--- config.mk ---
export PLATFORM = sky130hd
export DESIGN_NAME = seg_display
export DESIGN_NICKNAME = d
export VERILOG_FILES = /design/src/rtl/calc_pkg.sv /design/src/rtl/bcd_converter.sv /design/src/rtl/seg_display.sv
export SDC_FILE = /design/constraint.sdc
export NUM_CORES = 1
export LEC_CHECK = 0
export CORE_UTILIZATION = 53
export CTS_CLUSTER_DIAMETER = 150
export DETAILED_ROUTE_END_ITERATION = 10
export PLACE_DENSITY = 0.81
export SYNTH_ARGS = -nofsm -noshare
export SYNTH_HDL_FRONTEND = slang
export SYNTH_SLANG_ARGS = --single-unit
--- constraint.sdc ---
create_clock -name clk -period 3.45 [get_ports clk]
set_clock_uncertainty 0.1 [all_clocks]
set_input_delay 0.345 -clock clk [delete_from_list [all_inputs] [get_ports clk]]
set_output_delay 0.345 -clock clk [all_outputs]
set_load 0.01 [all_outputs]
--- src/rtl/calc_pkg.sv ---
// Shared calculator display types: glyph codes, segment patterns and the glyph-to-segment map.
package calc_pkg;

    localparam int unsigned BIN_W   = 16;
    localparam int unsigned DIGIT_W = 4;
    localparam int unsigned GLYPH_W = 4;
    localparam int unsigned N_BCD   = 5;
    localparam int unsigned N_DISP  = 4;
    localparam int unsigned SEG_W   = 7;

    typedef enum logic [1:0] {IDLE, SHIFT, COMMIT} state_e;

    typedef enum logic [GLYPH_W-1:0] {
        D0, D1, D2, D3, D4, D5, D6, D7, D8, D9, MINUS, BLANK, E
    } glyph_e;

    typedef logic [N_BCD-1:0][DIGIT_W-1:0]  bcd_t;
    typedef logic [N_DISP-1:0][GLYPH_W-1:0] disp_t;

    // Active-low segment patterns, bit order {g,f,e,d,c,b,a}
    localparam logic [SEG_W-1:0] SEG_0     = 7'b1000000;
    localparam logic [SEG_W-1:0] SEG_1     = 7'b1111001;
    localparam logic [SEG_W-1:0] SEG_2     = 7'b0100100;
    localparam logic [SEG_W-1:0] SEG_3     = 7'b0110000;
    localparam logic [SEG_W-1:0] SEG_4     = 7'b0011001;
    localparam logic [SEG_W-1:0] SEG_5     = 7'b0010010;
    localparam logic [SEG_W-1:0] SEG_6     = 7'b0000010;
    localparam logic [SEG_W-1:0] SEG_7     = 7'b1111000;
    localparam logic [SEG_W-1:0] SEG_8     = 7'b0000000;
    localparam logic [SEG_W-1:0] SEG_9     = 7'b0010000;
    localparam logic [SEG_W-1:0] SEG_MINUS = 7'b0111111;
    localparam logic [SEG_W-1:0] SEG_BLANK = 7'b1111111;
    localparam logic [SEG_W-1:0] SEG_E     = 7'b0000110;

    localparam disp_t DISP_BLANK = {N_DISP{GLYPH_W'(BLANK)}};

    function automatic logic [SEG_W-1:0] glyph_to_seg(input glyph_e g);
        logic [SEG_W-1:0] s;
        case (g)
            D0:      s = SEG_0;
            D1:      s = SEG_1;
            D2:      s = SEG_2;
            D3:      s = SEG_3;
            D4:      s = SEG_4;
            D5:      s = SEG_5;
            D6:      s = SEG_6;
            D7:      s = SEG_7;
            D8:      s = SEG_8;
            D9:      s = SEG_9;
            MINUS:   s = SEG_MINUS;
            E:       s = SEG_E;
            default: s = SEG_BLANK;
        endcase
        return s;
    endfunction

    function automatic glyph_e digit_glyph(input logic [DIGIT_W-1:0] d);
        return (d <= DIGIT_W'(9)) ? glyph_e'(d) : BLANK;
    endfunction

endpackage

--- src/rtl/bcd_converter.sv ---
// Sequential double-dabble binary-to-BCD converter, one input bit per cycle, MSB first.
module bcd_converter
    import calc_pkg::*;
(
    input  logic             clk,
    input  logic             rst,
    input  logic             start_i,
    input  logic [BIN_W-1:0] bin_i,
    output logic             done_o,
    output bcd_t             bcd_o
);

    localparam int unsigned CNT_W  = $clog2(BIN_W + 1);
    localparam int unsigned FLAT_W = N_BCD * DIGIT_W;

    logic [BIN_W-1:0]  sr_q, sr_d;
    bcd_t              bcd_q, bcd_d, bcd_adj;
    logic [FLAT_W-1:0] adj_flat;
    logic [CNT_W-1:0]  cnt_q, cnt_d;
    logic              done_q, done_d;

    // Add-3 correction on every digit that would overflow past 9 when doubled
    for (genvar g = 0; g < N_BCD; g++) begin : g_adj
        assign bcd_adj[g] = (bcd_q[g] >= DIGIT_W'(5)) ? bcd_q[g] + DIGIT_W'(3) : bcd_q[g];
    end
    assign adj_flat = bcd_adj;

    // done is raised during the final shift cycle so the caller can advance on the same edge
    always_comb begin
        sr_d   = sr_q;
        bcd_d  = bcd_q;
        cnt_d  = cnt_q;
        done_d = 1'b0;
        if (start_i) begin
            sr_d  = bin_i;
            bcd_d = '0;
            cnt_d = CNT_W'(BIN_W);
        end else if (cnt_q != '0) begin
            sr_d   = {sr_q[BIN_W-2:0], 1'b0};
            bcd_d  = {adj_flat[FLAT_W-2:0], sr_q[BIN_W-1]};
            cnt_d  = cnt_q - CNT_W'(1);
            done_d = (cnt_q == CNT_W'(2));
        end
    end

    always_ff @(posedge clk or posedge rst) begin
        if (rst) begin
            sr_q   <= '0;
            bcd_q  <= '0;
            cnt_q  <= '0;
            done_q <= 1'b0;
        end else begin
            sr_q   <= sr_d;
            bcd_q  <= bcd_d;
            cnt_q  <= cnt_d;
            done_q <= done_d;
        end
    end

    assign done_o = done_q;
    assign bcd_o  = bcd_q;

endmodule

--- src/rtl/seg_display.sv ---
// Signed 16-bit value to multiplexed 4-digit seven-segment display with blanking,
// minus sign and overflow indication; conversion runs alongside a free-running digit scan.
module seg_display
    import calc_pkg::*;
#(
    parameter int unsigned REFRESH_DIV = 100000
) (
    input  logic              clk,
    input  logic              reset,
    input  logic [BIN_W-1:0]  value,
    input  logic              load,
    output logic              busy,
    output logic [SEG_W-1:0]  seg,
    output logic [N_DISP-1:0] an
);

    localparam int unsigned SCAN_W = (REFRESH_DIV > 1) ? $clog2(REFRESH_DIV) : 1;
    localparam int unsigned IDX_W  = $clog2(N_DISP);

    state_e              state_q, state_d;
    logic                sign_q, sign_d;
    logic                busy_q, busy_d;
    disp_t               disp_q, disp_d, disp_new;
    logic [SCAN_W-1:0]   scan_q, scan_d;
    logic [IDX_W-1:0]    idx_q, idx_d;
    logic [SEG_W-1:0]    seg_q, seg_d;
    logic [N_DISP-1:0]   an_q, an_d;
    logic                start;
    logic                conv_done;
    logic [BIN_W-1:0]    mag;
    bcd_t                bcd;
    logic                nz1, nz2, nz3, ovf, wrap;

    assign start = (state_q == IDLE) && load;
    assign mag   = value[BIN_W-1] ? BIN_W'(~value + BIN_W'(1)) : value;

    bcd_converter u_conv (
        .clk     (clk),
        .rst     (reset),
        .start_i (start),
        .bin_i   (mag),
        .done_o  (conv_done),
        .bcd_o   (bcd)
    );

    always_comb begin
        state_d = state_q;
        case (state_q)
            IDLE:    if (load) state_d = SHIFT;
            SHIFT:   if (conv_done) state_d = COMMIT;
            COMMIT:  state_d = IDLE;
            default: state_d = IDLE;
        endcase
    end

    // Glyph image built from the finished BCD digits; written as a whole in COMMIT
    always_comb begin
        nz3 = (bcd[3] != '0);
        nz2 = nz3 || (bcd[2] != '0);
        nz1 = nz2 || (bcd[1] != '0);
        ovf = (bcd[4] != '0) || (sign_q && nz3);
        disp_new = DISP_BLANK;
        if (ovf) begin
            disp_new[0] = E;
        end else begin
            disp_new[0] = digit_glyph(bcd[0]);
            disp_new[1] = nz1 ? digit_glyph(bcd[1]) : BLANK;
            disp_new[2] = nz2 ? digit_glyph(bcd[2]) : BLANK;
            disp_new[3] = sign_q ? MINUS : (nz3 ? digit_glyph(bcd[3]) : BLANK);
        end
    end

    always_comb begin
        sign_d = start ? value[BIN_W-1] : sign_q;
        busy_d = (state_q != IDLE);
        disp_d = (state_q == COMMIT) ? disp_new : disp_q;
        wrap   = (scan_q == SCAN_W'(REFRESH_DIV - 1));
        scan_d = wrap ? '0 : scan_q + SCAN_W'(1);
        idx_d  = wrap ? idx_q + IDX_W'(1) : idx_q;
        an_d   = ~(N_DISP'(1) << idx_q);
        seg_d  = glyph_to_seg(glyph_e'(disp_d[idx_q]));
    end

    always_ff @(posedge clk or posedge reset) begin
        if (reset) begin
            state_q <= IDLE;
            sign_q  <= 1'b0;
            busy_q  <= 1'b0;
            disp_q  <= DISP_BLANK;
            scan_q  <= '0;
            idx_q   <= '0;
            seg_q   <= SEG_BLANK;
            an_q    <= '1;
        end else begin
            state_q <= state_d;
            sign_q  <= sign_d;
            busy_q  <= busy_d;
            disp_q  <= disp_d;
            scan_q  <= scan_d;
            idx_q   <= idx_d;
            seg_q   <= seg_d;
            an_q    <= an_d;
        end
    end

    assign busy = busy_q;
    assign seg  = seg_q;
    assign an   = an_q;

endmodule

-- Word level (Yosys, flattened, before mapping)
Memory sizes are Yosys's and may differ from the RTL's. A register that Yosys moved wholly into a read port is not among the register bits.
Index checks and enable logic that the tools add are counted.
- output and inout bits: 12
- memories: 1
- word-level logic and storage cells: 92
- bits in registers: 85
- memory bits (read-only): 112
- bits of input ports: 19
- memory list (memory ; words ; width ; read ports ; clocked after memory_dff ; wr ports ; RTL line ; RTL):
    (name not given) ; 16 ; 7 ; 1 ; 1 ; 0 ; calc_pkg.sv:39 ; case (g)
- equality and inequality tests: 6
- add/sub/neg operators: 9
- reduce and logical (&&, ||, !) cells: 14
- bitwise operators: 2
- $lt $le $gt $ge: 10
- shift operators: 1
- multiplexer cells: 31
- operators by type and width (operator ; number):
    $mux 16 ; 4
    $mux 4 ; 14
    $mux 20 ; 2
    $ge 4x3->1 const B ; 5
    $add 17x1->17 const B ; 1
    $eq 17x17->1 const B ; 1
    $mux 17 ; 1
    $add 16x1->16 const B ; 1
    $add 4x2->4 const B ; 4
    $le 4x4->1 const B ; 4
    $not 16->16 ; 1
    $reduce_bool 4->1 ; 4
    $mux 12 ; 1
    $mux 5 ; 2
    $bmux 4 s2 ; 1
    $eq 5x2->1 const B ; 1
    $reduce_bool 5->1 ; 1
    $sub 5x1->5 const B ; 1
    $mux 2 ; 2
    $not 4->4 ; 1
    $pmux 2 s2 ; 1
    $reduce_bool 2->1 ; 2
    $shl 1x2->4 const A ; 1
    $add 3x2->3 const B ; 1
    other kinds (12) ; 16

-- Logic depth before layout (Yosys ltp)
- depth in word-level cells: 8
- gate-level depth with buffers: 12
- depth with buffers taken out: 11

-- Hierarchy
A second synthesis with hierarchy kept.
- cell total of the unflattened synthesis: 553
- area total of the unflattened synthesis: 5313.8 um2
- by module, submodules not included (module ; area an instance (um2) ; cells an instance ; times used ; sequential area each (um2)):
    seg_display ; 2895.3 ; 291 ; 1 ; 1280.0
    bcd_converter ; 2418.6 ; 262 ; 1 ; 1051.0

-- Worst setup path before layout
OpenSTA, ideal clock, no wires.
- path kind: register -> register
- start: register u_conv.bcd_q (netlist bit u_conv.bcd_o[13])
- end: register seg_q[6] (netlist: seg[6])
- arrival: 2.546 ns
- period minus slack after synthesis: 2.730 ns
- library setup time: 0.083 ns
- cell stages (with the launch flop): 12
- slack: 0.720 ns
- required time: 3.267 ns
- buffers on the path: 1
- cells stage by stage: dfrtp_1 -> inv_1 -> ha_1 -> nor3b_4 -> o211a_1 -> buf_4 -> o211ai_1 -> a311o_1 -> nand2_1 -> inv_1 -> ha_1 -> a221o_1
- cells in the longest elaborated chain, start to end: 8
- RTL lines (element ; RTL line ; RTL):
    from (decl) ; bcd_converter.sv:17 ; bcd_t bcd_q, bcd_d, bcd_adj;
    from (signal assigned) ; bcd_converter.sv:49 ; bcd_q <= '0;
    from (signal assigned) ; bcd_converter.sv:54 ; bcd_q <= bcd_d;
    $le 4x4->1 or $reduce_bool 4->1 (tied branches) ; calc_pkg.sv:58, seg_display.sv:58 ;
    $mux 4 or $logic_or 1x1->1 (tied branches) ; calc_pkg.sv:58, seg_display.sv:59 ;
    $mux 4 or $logic_or 1x1->1 (tied branches) ; seg_display.sv:69, seg_display.sv:60 ;
    $mux 4, on equally long branches ; seg_display.sv:69, seg_display.sv:67 ;
    $mux 12 ; seg_display.sv:63 ; if (ovf) begin
    $mux 16 (*) ; seg_display.sv:76 ; disp_d = (state_q == COMMIT) ? disp_new : disp_q;
    $bmux 4 s2 (*) ; seg_display.sv:81 ; seg_d = glyph_to_seg(glyph_e'(disp_d[idx_q]));
    $mux 4 (not written as such) (*) ; seg_display.sv:81 ;
    to (decl) ; seg_display.sv:26 ; logic [SEG_W-1:0] seg_q, seg_d;
Every way passes the cells marked *; elsewhere a longest branch is shown, timed or not. The select of a mux whose other input is x is not followed.
A chain may end at the register's enable or synchronous reset.

-- Worst setup path in the final report
- start: register u_conv.bcd_q (netlist bit u_conv.bcd_o[13])
- end: register seg_q[3] (netlist: seg[3])
Same word-level chain as after synthesis.

==> run_results.csv <==
group,metric,value,unit
outcome,status,"finished, final reports clean",
sta,worst_pin_slew,0.674,ns
synthesis,seq_area_frac_synth,44.6,%
synthesis,netlist.top_cell.by_area,"dfrtp_1",
placement,dp.cells,677,
sta,grt_setup_unrepaired,"false",
power,peakVddDrop,269,uV
sta,finalCritPeriodShare,92.2,%
floorplan,die_x,101,um
drt,wl_met2,4.91,mm
cts,cts_max_level,3,
global_routing,antenna_found_initial,0,
global_routing,grt_max_degree,60,
worst_setup_path,startpoint_type,"flop",
synthesis,async_reset_ff_share,100,%
cells_and_area,final_area,5780,um^2
worst_setup_path,r2r-start,"u_conv.bcd_o[13]",
sta,slew_viol_final,0,
worst_setup_path,arrival,3.36,ns
synthesis,netlist.area_leader.share,33.0,%
global_routing,grt_overflow,0,
sta,finalHoldViolations,0,
synthesis,synth.area.top_cells,"dfrtp_1 (33%), dfstp_2 (12%), ha_1 (6.2%), nand2_1 (4.5%), a21oi_1 (3.9%)",
cells_and_area,syn_to_final_growth,10.6,%
drt,met3_length,405,um
cts,cts_resized,0,
floorplan,io_pins,31,
cts,numCtsBuffers,9,
power,power.switching,1.51,mW
cts,clockBufferDepth,2,
cts,tritoncts,"yes",
synthesis,ys.flop_type,"dfrtp_1",
cells_and_area,diodes,0,
cts,worstSkewPairLatency,0.36,ns
drt,wirelength_met1,4.71,mm
worst_setup_path,r2r-end,"seg[3]",
worst_setup_path,r2r_slack,0.27,ns
synthesis,synth-edff-count,0,
worst_setup_path,crit_type,"reg2reg",
global_routing,grt_pass1_vias,3813,
cells_and_area,drive_gt1_share,11.0,%
worst_setup_path,required,3.63,ns
drt,routed.top_layer,"met4",
placement,gp_congestion,0.841,
placement,place_ws,0.356,ns
power,intPower,2.41,mW
sta,fin_hold_ws,0.291,ns
floorplan,placementRows,35,
drt,ant_nets,0,
power,fin_total_pwr,3.93,mW
power,comb_power_share,39.2,%
synthesis,synth.distinct_cells,75,
cts,clkTransAtPathRegs,0.09,ns
synthesis,syn-num-nets,582,
drt,vias,4041,
cells_and_area,final_cells,693,
placement,portBuffers,30,
cells_and_area,final_common_cell,"dfrtp_1",
placement,hpwl,6.99,mm
power,p_sw_share,38.6,%
cells_and_area,fin_util,61.4,%
floorplan,dieArea,10300,um^2
drt,drc,0,
cts,numClockSinks,92,
power,leakage,2.55,nW
power,clkPwrFrac,18.3,%
floorplan,start_util,55.5,%
worst_setup_path,crit_fanout,10,
global_routing,grt.total_usage,21.5,%
sta,finalWorstSetupSlack,0.269,ns
sta,slew_headroom,55.0,%
sta,max_clock_freq,314,MHz
worst_setup_path,reg2regPathDepth,10,
synthesis,netlist_area,5230,um^2
worst_setup_path,cp-end-kind,"flop",
placement,placed_cell_area,5590,um^2
sta,tns,0,ns
drt,avgViaCountPerCell,5.83,
cts,cts_setup_buffers,0,
synthesis,syn_area_per_cell,9.74,um^2
sta,setup_viol_count_final,0,
cells_and_area,final_nets,604,
drt,wl_per_cell,14.6,um
drt,routed_wirelength,10.1,mm
floorplan,core_area,9420,um^2
power,cellPowerDensity,679,nW/um^2
drt,initialDrtViolationCount,262,
sta,min_period,3.18,ns
floorplan,fp.dieH,101,um
power,p_seq_share,42.5,%
cts,cts.hold.buffers_added,0,
flow_run,drv_cap,0,
drt,firstDrtPassIters,5,
worst_hold_path,min_path_type,"in2async",
cells_and_area,layout_common_cells,"dfrtp_1 (69), nand2_1 (63), a21oi_1 (41)",
synthesis,synthCells,537,
synthesis,synth_seq_cells,92,
cts,cts-root-buf,"clkbuf_8",
global_routing,grt_pass1_wl,17.6,mm
synthesis,yosysWarnings,0,
## worst max path at each step
stage,from,to,depth (start not counted)
2_1_floorplan,reset,busy,1
3_3_place_gp,u_conv.bcd_o[12],seg[3],10
3_5_place_dp,u_conv.bcd_o[12],seg[6],10
4_1_cts,u_conv.bcd_o[13],seg[6],10
5_1_grt,u_conv.bcd_o[12],seg[3],10
6_report,u_conv.bcd_o[13],seg[3],10
## power by group through the flow
stage,clock [mW],sequential [mW],combinational [mW]
after floorplan,0,1.58,1.26
after global placement,0,1.66,1.45
after detailed placement,0,1.68,1.51
after CTS,0.737,1.66,1.53
after global routing,0.772,1.71,1.74
final,0.719,1.67,1.54
## final cells by class
| cell class | instances | area (um^2) |
|---|---|---|
| Inverter | 27 | 103 |
| Clock buffer | 10 | 128 |
| Fill cell | 747 | 3630 |
| Tap cell | 129 | 161 |
| Multi-Input combinational cell | 391 | 2640 |
| Sequential cell | 92 | 2330 |
| Clock inverter | 6 | 65.1 |
| Timing Repair Buffer | 38 | 360 |
## sequential cells by signal, indices dropped and copies added (netlist names)
name,cells
seg,7
u_conv.bcd_o,20
state_q,2
u_conv.sr_q,16
busy,1
sign_q,1
an,4
scan_q,17
u_conv.done_o,1
idx_q,2
disp_q,16
u_conv.cnt_q,5
## Yosys cell counts, types with 3 or more instances
| cell type | n |
|---|---|
| a211oi_1 | 13 |
| and3_1 | 8 |
| inv_1 | 26 |
| o211ai_1 | 5 |
| nand2_1 | 63 |
| nor4b_1 | 3 |
| or3_1 | 3 |
| and4_1 | 3 |
| o221ai_1 | 4 |
| nor3b_1 | 3 |
| o22a_1 | 3 |
| nand2b_1 | 10 |
| dfrtp_1 | 69 |
| o21ai_0 | 28 |
| o21ai_1 | 3 |
| ha_1 | 26 |
| nor2_1 | 34 |
| nor3_1 | 7 |
| buf_6 | 5 |
| and2_1 | 3 |
| xnor2_1 | 21 |
| dfstp_2 | 23 |
| xor2_1 | 14 |
| o21bai_1 | 3 |
| a21oi_1 | 41 |
| o31ai_1 | 6 |
| o21a_1 | 3 |
| nand3_1 | 16 |
| nor2b_1 | 5 |
| clkbuf_1 | 14 |
| buf_4 | 3 |
| mux2i_1 | 11 |
## routing by layer
metal | global-route usage, % | vias to the layer above
met4 | 7.13 | 0
met1 | 29.5 | 1976
met3 | 3.38 | 6
met5 | 0 | -
met2 | 35.1 | 112
li1 | - | 1947
## critical path: stages (launching register included)
cell      delay [ns]
dfrtp_1         0.43
inv_1           0.10
ha_1            0.25
nor3b_4         0.38
o211a_1         0.36
o211ai_1        0.18
a311o_1         0.43
nand2_1         0.22
ha_1            0.26
nand2b_1        0.16
a32oi_1         0.21
## cells by family after synthesis
logic type      count (synthesis)  share of synthesized area (%)
compound gates                141                           18.2
buf+inv                        54                           5.17
mux                            12                           2.32
flops                          92                           44.6
simple gates                  177                           17.6
fa+ha+maj                      26                           6.22
xor+xnor                       35                           5.86
Power figures use the tool's default switching activity.
